File: src/rtl/pong_ctrl.sv
// pong_ctrl: 1D pong game sequencer for an 8-LED strip.
// Generates the ball-step tick, moves the ball, runs the
// serve / rally / point / game-over flow and keeps both scores.
module pong_ctrl #(
  parameter int WIN_SCORE = 5
) (
  input  logic        _i_clk,
  input  logic        _i_rst,
  input  logic [31:0] _i_tick_length,
  input  logic        _i_btn_left,
  input  logic        _i_btn_right,
  output logic [7:0]  leds,
  output logic [3:0]  score_left,
  output logic [3:0]  score_right,
  output logic        game_over,
  output logic        tick
);

  localparam logic [2:0] IDLE   = 3'd0;
  localparam logic [2:0] SERVE  = 3'd1;
  localparam logic [2:0] MOVE_R = 3'd2;
  localparam logic [2:0] MOVE_L = 3'd3;
  localparam logic [2:0] POINT  = 3'd4;
  localparam logic [2:0] OVER   = 3'd5;

  localparam logic [3:0] WIN = 4'(WIN_SCORE);

  logic [2:0]  state_q, state_d;
  logic [2:0]  pos_q, pos_d;
  logic        server_q, server_d;
  logic [3:0]  scoreLeft_q, scoreLeft_d;
  logic [3:0]  scoreRight_q, scoreRight_d;
  logic [31:0] cnt_q, cnt_d;
  logic        btnLeft_q, btnRight_q;

  logic [31:0] lenEff;
  logic        pressLeft, pressRight;
  logic        enteringMove;

  // Rising-edge press detection and tick decode; a zero length behaves as one.
  always_comb begin
    lenEff     = (_i_tick_length == 32'd0) ? 32'd1 : _i_tick_length;
    tick       = (cnt_q >= (lenEff - 32'd1));
    pressLeft  = _i_btn_left & ~btnLeft_q;
    pressRight = _i_btn_right & ~btnRight_q;
  end

  // Game state machine: serve, rally with hits and misses, point pause, game over.
  always_comb begin
    state_d      = state_q;
    pos_d        = pos_q;
    server_d     = server_q;
    scoreLeft_d  = scoreLeft_q;
    scoreRight_d = scoreRight_q;
    case (state_q)
      IDLE: begin
        if (pressLeft || pressRight) begin
          state_d  = SERVE;
          server_d = 1'b0;
          pos_d    = 3'd0;
        end
      end
      SERVE: begin
        if (!server_q && pressLeft) begin
          state_d = MOVE_R;
        end else if (server_q && pressRight) begin
          state_d = MOVE_L;
        end
      end
      MOVE_R: begin
        if ((pos_q == 3'd7) && pressRight) begin
          state_d = MOVE_L;
        end else if (tick) begin
          if (pos_q != 3'd7) begin
            pos_d = pos_q + 3'd1;
          end else begin
            scoreLeft_d = (scoreLeft_q == 4'd15) ? 4'd15 : scoreLeft_q + 4'd1;
            server_d    = 1'b1;
            state_d     = POINT;
          end
        end
      end
      MOVE_L: begin
        if ((pos_q == 3'd0) && pressLeft) begin
          state_d = MOVE_R;
        end else if (tick) begin
          if (pos_q != 3'd0) begin
            pos_d = pos_q - 3'd1;
          end else begin
            scoreRight_d = (scoreRight_q == 4'd15) ? 4'd15 : scoreRight_q + 4'd1;
            server_d     = 1'b0;
            state_d      = POINT;
          end
        end
      end
      POINT: begin
        // server_q already holds the player who lost the point.
        if (tick) begin
          if ((server_q ? scoreLeft_q : scoreRight_q) == WIN) begin
            state_d = OVER;
          end else begin
            state_d = SERVE;
            pos_d   = server_q ? 3'd7 : 3'd0;
          end
        end
      end
      OVER: begin
        if (pressLeft || pressRight) begin
          state_d      = IDLE;
          scoreLeft_d  = 4'd0;
          scoreRight_d = 4'd0;
        end
      end
      default: begin
        state_d = IDLE;
      end
    endcase
  end

  // Tick counter restarts on every serve or hit so the first step is a full period.
  always_comb begin
    enteringMove = ((state_d == MOVE_R) || (state_d == MOVE_L)) && (state_d != state_q);
    if (enteringMove || tick) begin
      cnt_d = 32'd0;
    end else begin
      cnt_d = cnt_q + 32'd1;
    end
  end

  // State registers with synchronous reset.
  always_ff @(posedge _i_clk) begin
    if (_i_rst) begin
      state_q      <= IDLE;
      pos_q        <= 3'd0;
      server_q     <= 1'b0;
      scoreLeft_q  <= 4'd0;
      scoreRight_q <= 4'd0;
      cnt_q        <= 32'd0;
      btnLeft_q    <= 1'b0;
      btnRight_q   <= 1'b0;
    end else begin
      state_q      <= state_d;
      pos_q        <= pos_d;
      server_q     <= server_d;
      scoreLeft_q  <= scoreLeft_d;
      scoreRight_q <= scoreRight_d;
      cnt_q        <= cnt_d;
      btnLeft_q    <= _i_btn_left;
      btnRight_q   <= _i_btn_right;
    end
  end

  // Output decode from registered state only.
  always_comb begin
    score_left  = scoreLeft_q;
    score_right = scoreRight_q;
    game_over   = (state_q == OVER);
    case (state_q)
      SERVE, MOVE_R, MOVE_L: leds = 8'd1 << pos_q;
      POINT:                 leds = 8'hFF;
      OVER:                  leds = server_q ? 8'hF0 : 8'h0F;
      default:               leds = 8'h00;
    endcase
  end

endmodule

File: config.mk
export PLATFORM = sky130hd
export DESIGN_NAME = pong_ctrl
export DESIGN_NICKNAME = d
export VERILOG_FILES = /design/src/rtl/pong_ctrl.sv
export SDC_FILE = /design/constraint.sdc
export NUM_CORES = 1
export LEC_CHECK = 0
export ABC_AREA = 0
export CAP_MARGIN = 5
export CORE_MARGIN = 4
export CORE_UTILIZATION = 34
export CTS_CLUSTER_DIAMETER = 120
export DETAILED_ROUTE_END_ITERATION = 8
export HOLD_SLACK_MARGIN = 0.08
export SYNTH_ARGS = -nofsm -noshare
export SYNTH_HDL_FRONTEND = slang
export SYNTH_SLANG_ARGS = --single-unit
File: constraint.sdc
create_clock -name _i_clk -period 11 [get_ports _i_clk]
set_input_delay 2.75 -clock _i_clk [delete_from_list [all_inputs] [get_ports _i_clk]]
set_output_delay 2.75 -clock _i_clk [all_outputs]
set_load 0.05 [all_outputs]
==> metrics.cfg <==
[drt]
residual_drc = 0
post_detailed_route_wirelength_per_cell_um = 13.88
violation_count_after_the_first_detailed_routing_iteration = 178
totalWireLength_mm = 9.650
met1Wirelength_mm = 4.426
dr.pass1.iters = 4
met3_wirelength_um = 317
route.top_layer_used = met4
post_drt_via_cell_ratio = 5.344
met2WireLength_mm = 4.816
routed-via-count = 3714
antenna_violating_nets_post_route = 0

[sta]
timing.hold.ws_ns = 0.4849
hold_viol = 0
post-route-worst-setup-slack_ns = 0.4941
report.final.slew_viol_count = 0
worst-slew-pin-transition_ns = 0.7011
max_freq_mhz = 95.19
tns_ns = 0
worst_slew_margin_rel = 0.5320
period_minus_slack_ns = 10.51
final.period_utilization = 0.9551
setup-violations-final = 0
worst_clock_skew_ns = 0.007167
rsz0062_at_grt = false

[power]
pwr_per_cell_area_nw_per_um2 = 91.69
vdd.ir_drop.worst_v = 0.00007817
p_leak_nw = 1.700
totalPowerFinal_mw = 0.4266

[die]
design.die.area_um2 = 13110
floorplan_row_count = 38
die_height_um = 114.5
top_level_ports = 54
initial_core_util = 0.3511
floorplan.core_area_um2 = 10980
floorplan.die.width_um = 114.5

[worst_setup_path]
worst_r2r_path_depth = 10
crit_path_end_kind = output pin
crit-reg2reg-capture = cnt_q[31]
r2r_start = cnt_q[2]
worstPathCellList = clkdlybuf4s50_1, or3_4, or4_1, or4b_4, nor3_1, nor2_1, ha_1, nand3b_1, nor3_1, nand2b_1, or3_1, nor3_1, xnor2_1, ha_1, nand4_1, nor4_1, a21oi_1, inv_2, buf_4
critical-path-max-stage-delay_ns = 0.59
crit_path_frequent_cell = nor3_1
crit_type = input pin to output pin
cp_num_buf_inv = 3
critical_path_required_ns = 8.25
crit_path_max_fanout = 10
worstSetupStartpointType = input pin
timing.critical_path.arrival_ns = 7.76
crit_path_top_delay_cell = or4b_4
r2r_slack_ns = 8.44
crit_family = simple AND/OR/NAND/NOR gates

[clock_network]
clock_path_buffers = 2
cts_num_sinks = 49
clock-root-buffer = clkbuf_16
htree_levels = 2
cts.repair_timing.setup_buffer_count = 0
tritoncts = yes
cts_hold_buffers = 0
cts.reportedPaths.clkPinSlew_ns = 0.07
postCtsResizedCells = 0
insertion_delay_ns = 0.29
cts-buffers-inserted = 5

[outcome]
run_status = complete, no violations

[logic_synthesis]
most_area_hungry_cell_type_in_the_yosys_netlist = dfxtp_1
ys_async_sr_fraction = 0
number_of_enable_type_register_cells_in_the_synthesized_netlist = 0
synthesis.yosys.warnings = 0
synthFlopType = dfxtp_1
post-synth-top-area-fraction = 0.2544
syn_nets = 582
synth_seq_area_share = 0.2544
yosysUniqueCellTypes = 53
netlist_top_cells_area = dfxtp_1 (25%), ha_1 (12%), nor2_1 (8.0%)
number_of_standard_cells_after_synthesis = 509
synth_seq_cells = 49
synthesis.area_per_instance_um2 = 7.576
synth_area_um2 = 3856

[worst_hold_path]
worst_hold_path.endpoint = cnt_q[0]
hold_start = cnt_q[0]
hold_depth = 1
hold_path.class = flip-flop to flip-flop

[final_layout]
multi_input_comb_area_um2 = 2754
syn_to_final_growth_pct = 20.67
filler_cell_count = 1112
mostFrequentLayoutCells = nor2_1 (82), clkdlybuf4s50_1 (52), dfxtp_1 (49)
drive_above_1_share = 0.03243
finish.net_count = 627
diodes_inserted = 0
finish.cell_count_without_fillers = 695
mostFrequentLayoutCell = nor2_1
seqCellArea_um2 = 980.9

[grt]
global_route.overflow_total = 0
grt_pass1_vias = 3723
track_usage = 0.1556
number_of_antenna_violations_at_the_first_check_in_global_routing = 0
grt_pass1_wl_mm = 17.04
largest_net_degree_at_the_start_of_global_routing = 33

[place]
placedCellCount = 687
hpwlAfterDp_mm = 7.642
place.port_buffers = 53
pre_cts_worst_setup_slack_ns = 0.4689
routabilityCongestion = 0.8637

[run]
drv_cap = 0

==> per-stage QoR <==
stage                     cell area (µm²)  utilization
after global routing                 4653       0.4237
after global placement               4509       0.4106
after floorplan                      3856            -
final                                4653       0.4237
after detailed placement             4509       0.4106
after CTS                            4653       0.4237
==> synth_stat cells (3+ instances only) <==
cell,number
a211oi_1,7
a21oi_1,33
a31oi_1,8
and2_1,7
and3_1,14
and4_1,3
clkbuf_1,16
dfxtp_1,49
ha_1,36
inv_1,12
nand2_1,41
nand2b_1,6
nand3_1,24
nand4_1,14
nor2_1,82
nor2b_1,8
nor3_1,15
nor4_1,6
o2111ai_1,3
o21ai_0,18
or3_1,8
or4_1,7
xnor2_1,32
xor2_1,25
==> worst register-to-register path, cell delays in order (launching register included) <==
cell      delay [ns]
dfxtp_1         0.42
ha_1            0.27
a211oi_1        0.21
o21ai_0         0.12
a211oi_1        0.25
o21ai_0         0.22
a21oi_1         0.26
buf_4           0.21
o211ai_1        0.11
buf_4           0.27
a21oi_1         0.15
==> final cells by class <==
| cell class | instances | share of cell area |
|---|---|---|
| Inverter | 13 | 0.01049 |
| Tap cell | 140 | 0.03764 |
| Timing Repair Buffer | 56 | 0.1183 |
| Multi-Input combinational cell | 429 | 0.5918 |
| Clock inverter | 2 | 0.003227 |
| Sequential cell | 49 | 0.2108 |
| Clock buffer | 6 | 0.02770 |
==> cell families (layout without fill, tap and decap cells) <==
family,Yosys count,after routing,synth area share
buf+inv,31,77,0.03147
fa+ha+maj,37,37,0.1220
simple gates,243,243,0.3112
xor+xnor,57,57,0.1295
flops,49,49,0.2544
compound gates,92,92,0.1515
==> registers in the layout (all words and copies together), names as in the netlist <==
| register | count |
|---|---|
| btnLeft_q | 1 |
| state_q | 3 |
| server_q | 1 |
| score_left | 4 |
| pos_q | 3 |
| btnRight_q | 1 |
| score_right | 4 |
| cnt_q | 32 |
==> power breakdown <==
group / switching [mW] / leakage [nW] / total (mW) / internal [mW]
Clock: 0.0724 / 0.0631 / 0.157 / 0.0846
Combinational: 0.0453 / 1.24 / 0.0807 / 0.0354
Sequential: 0.00780 / 0.396 / 0.189 / 0.181
==> how the worst max path moves through the flow <==
stage / cells after the start / start / to
global route: 19 / _i_tick_length[8] / tick
CTS: 19 / _i_tick_length[8] / tick
floorplan: 18 / _i_tick_length[8] / tick
detailed placement: 19 / _i_tick_length[8] / tick
global placement: 19 / _i_tick_length[8] / tick
finish: 19 / _i_tick_length[8] / tick
==> metal layers <==
layer,GRT usage,up-vias
met5,0,-
met4,0.04592,0
met3,0.02801,6
met2,0.2736,49
met1,0.1930,1746
li1,-,1913
Power figures use the tool's default switching activity.
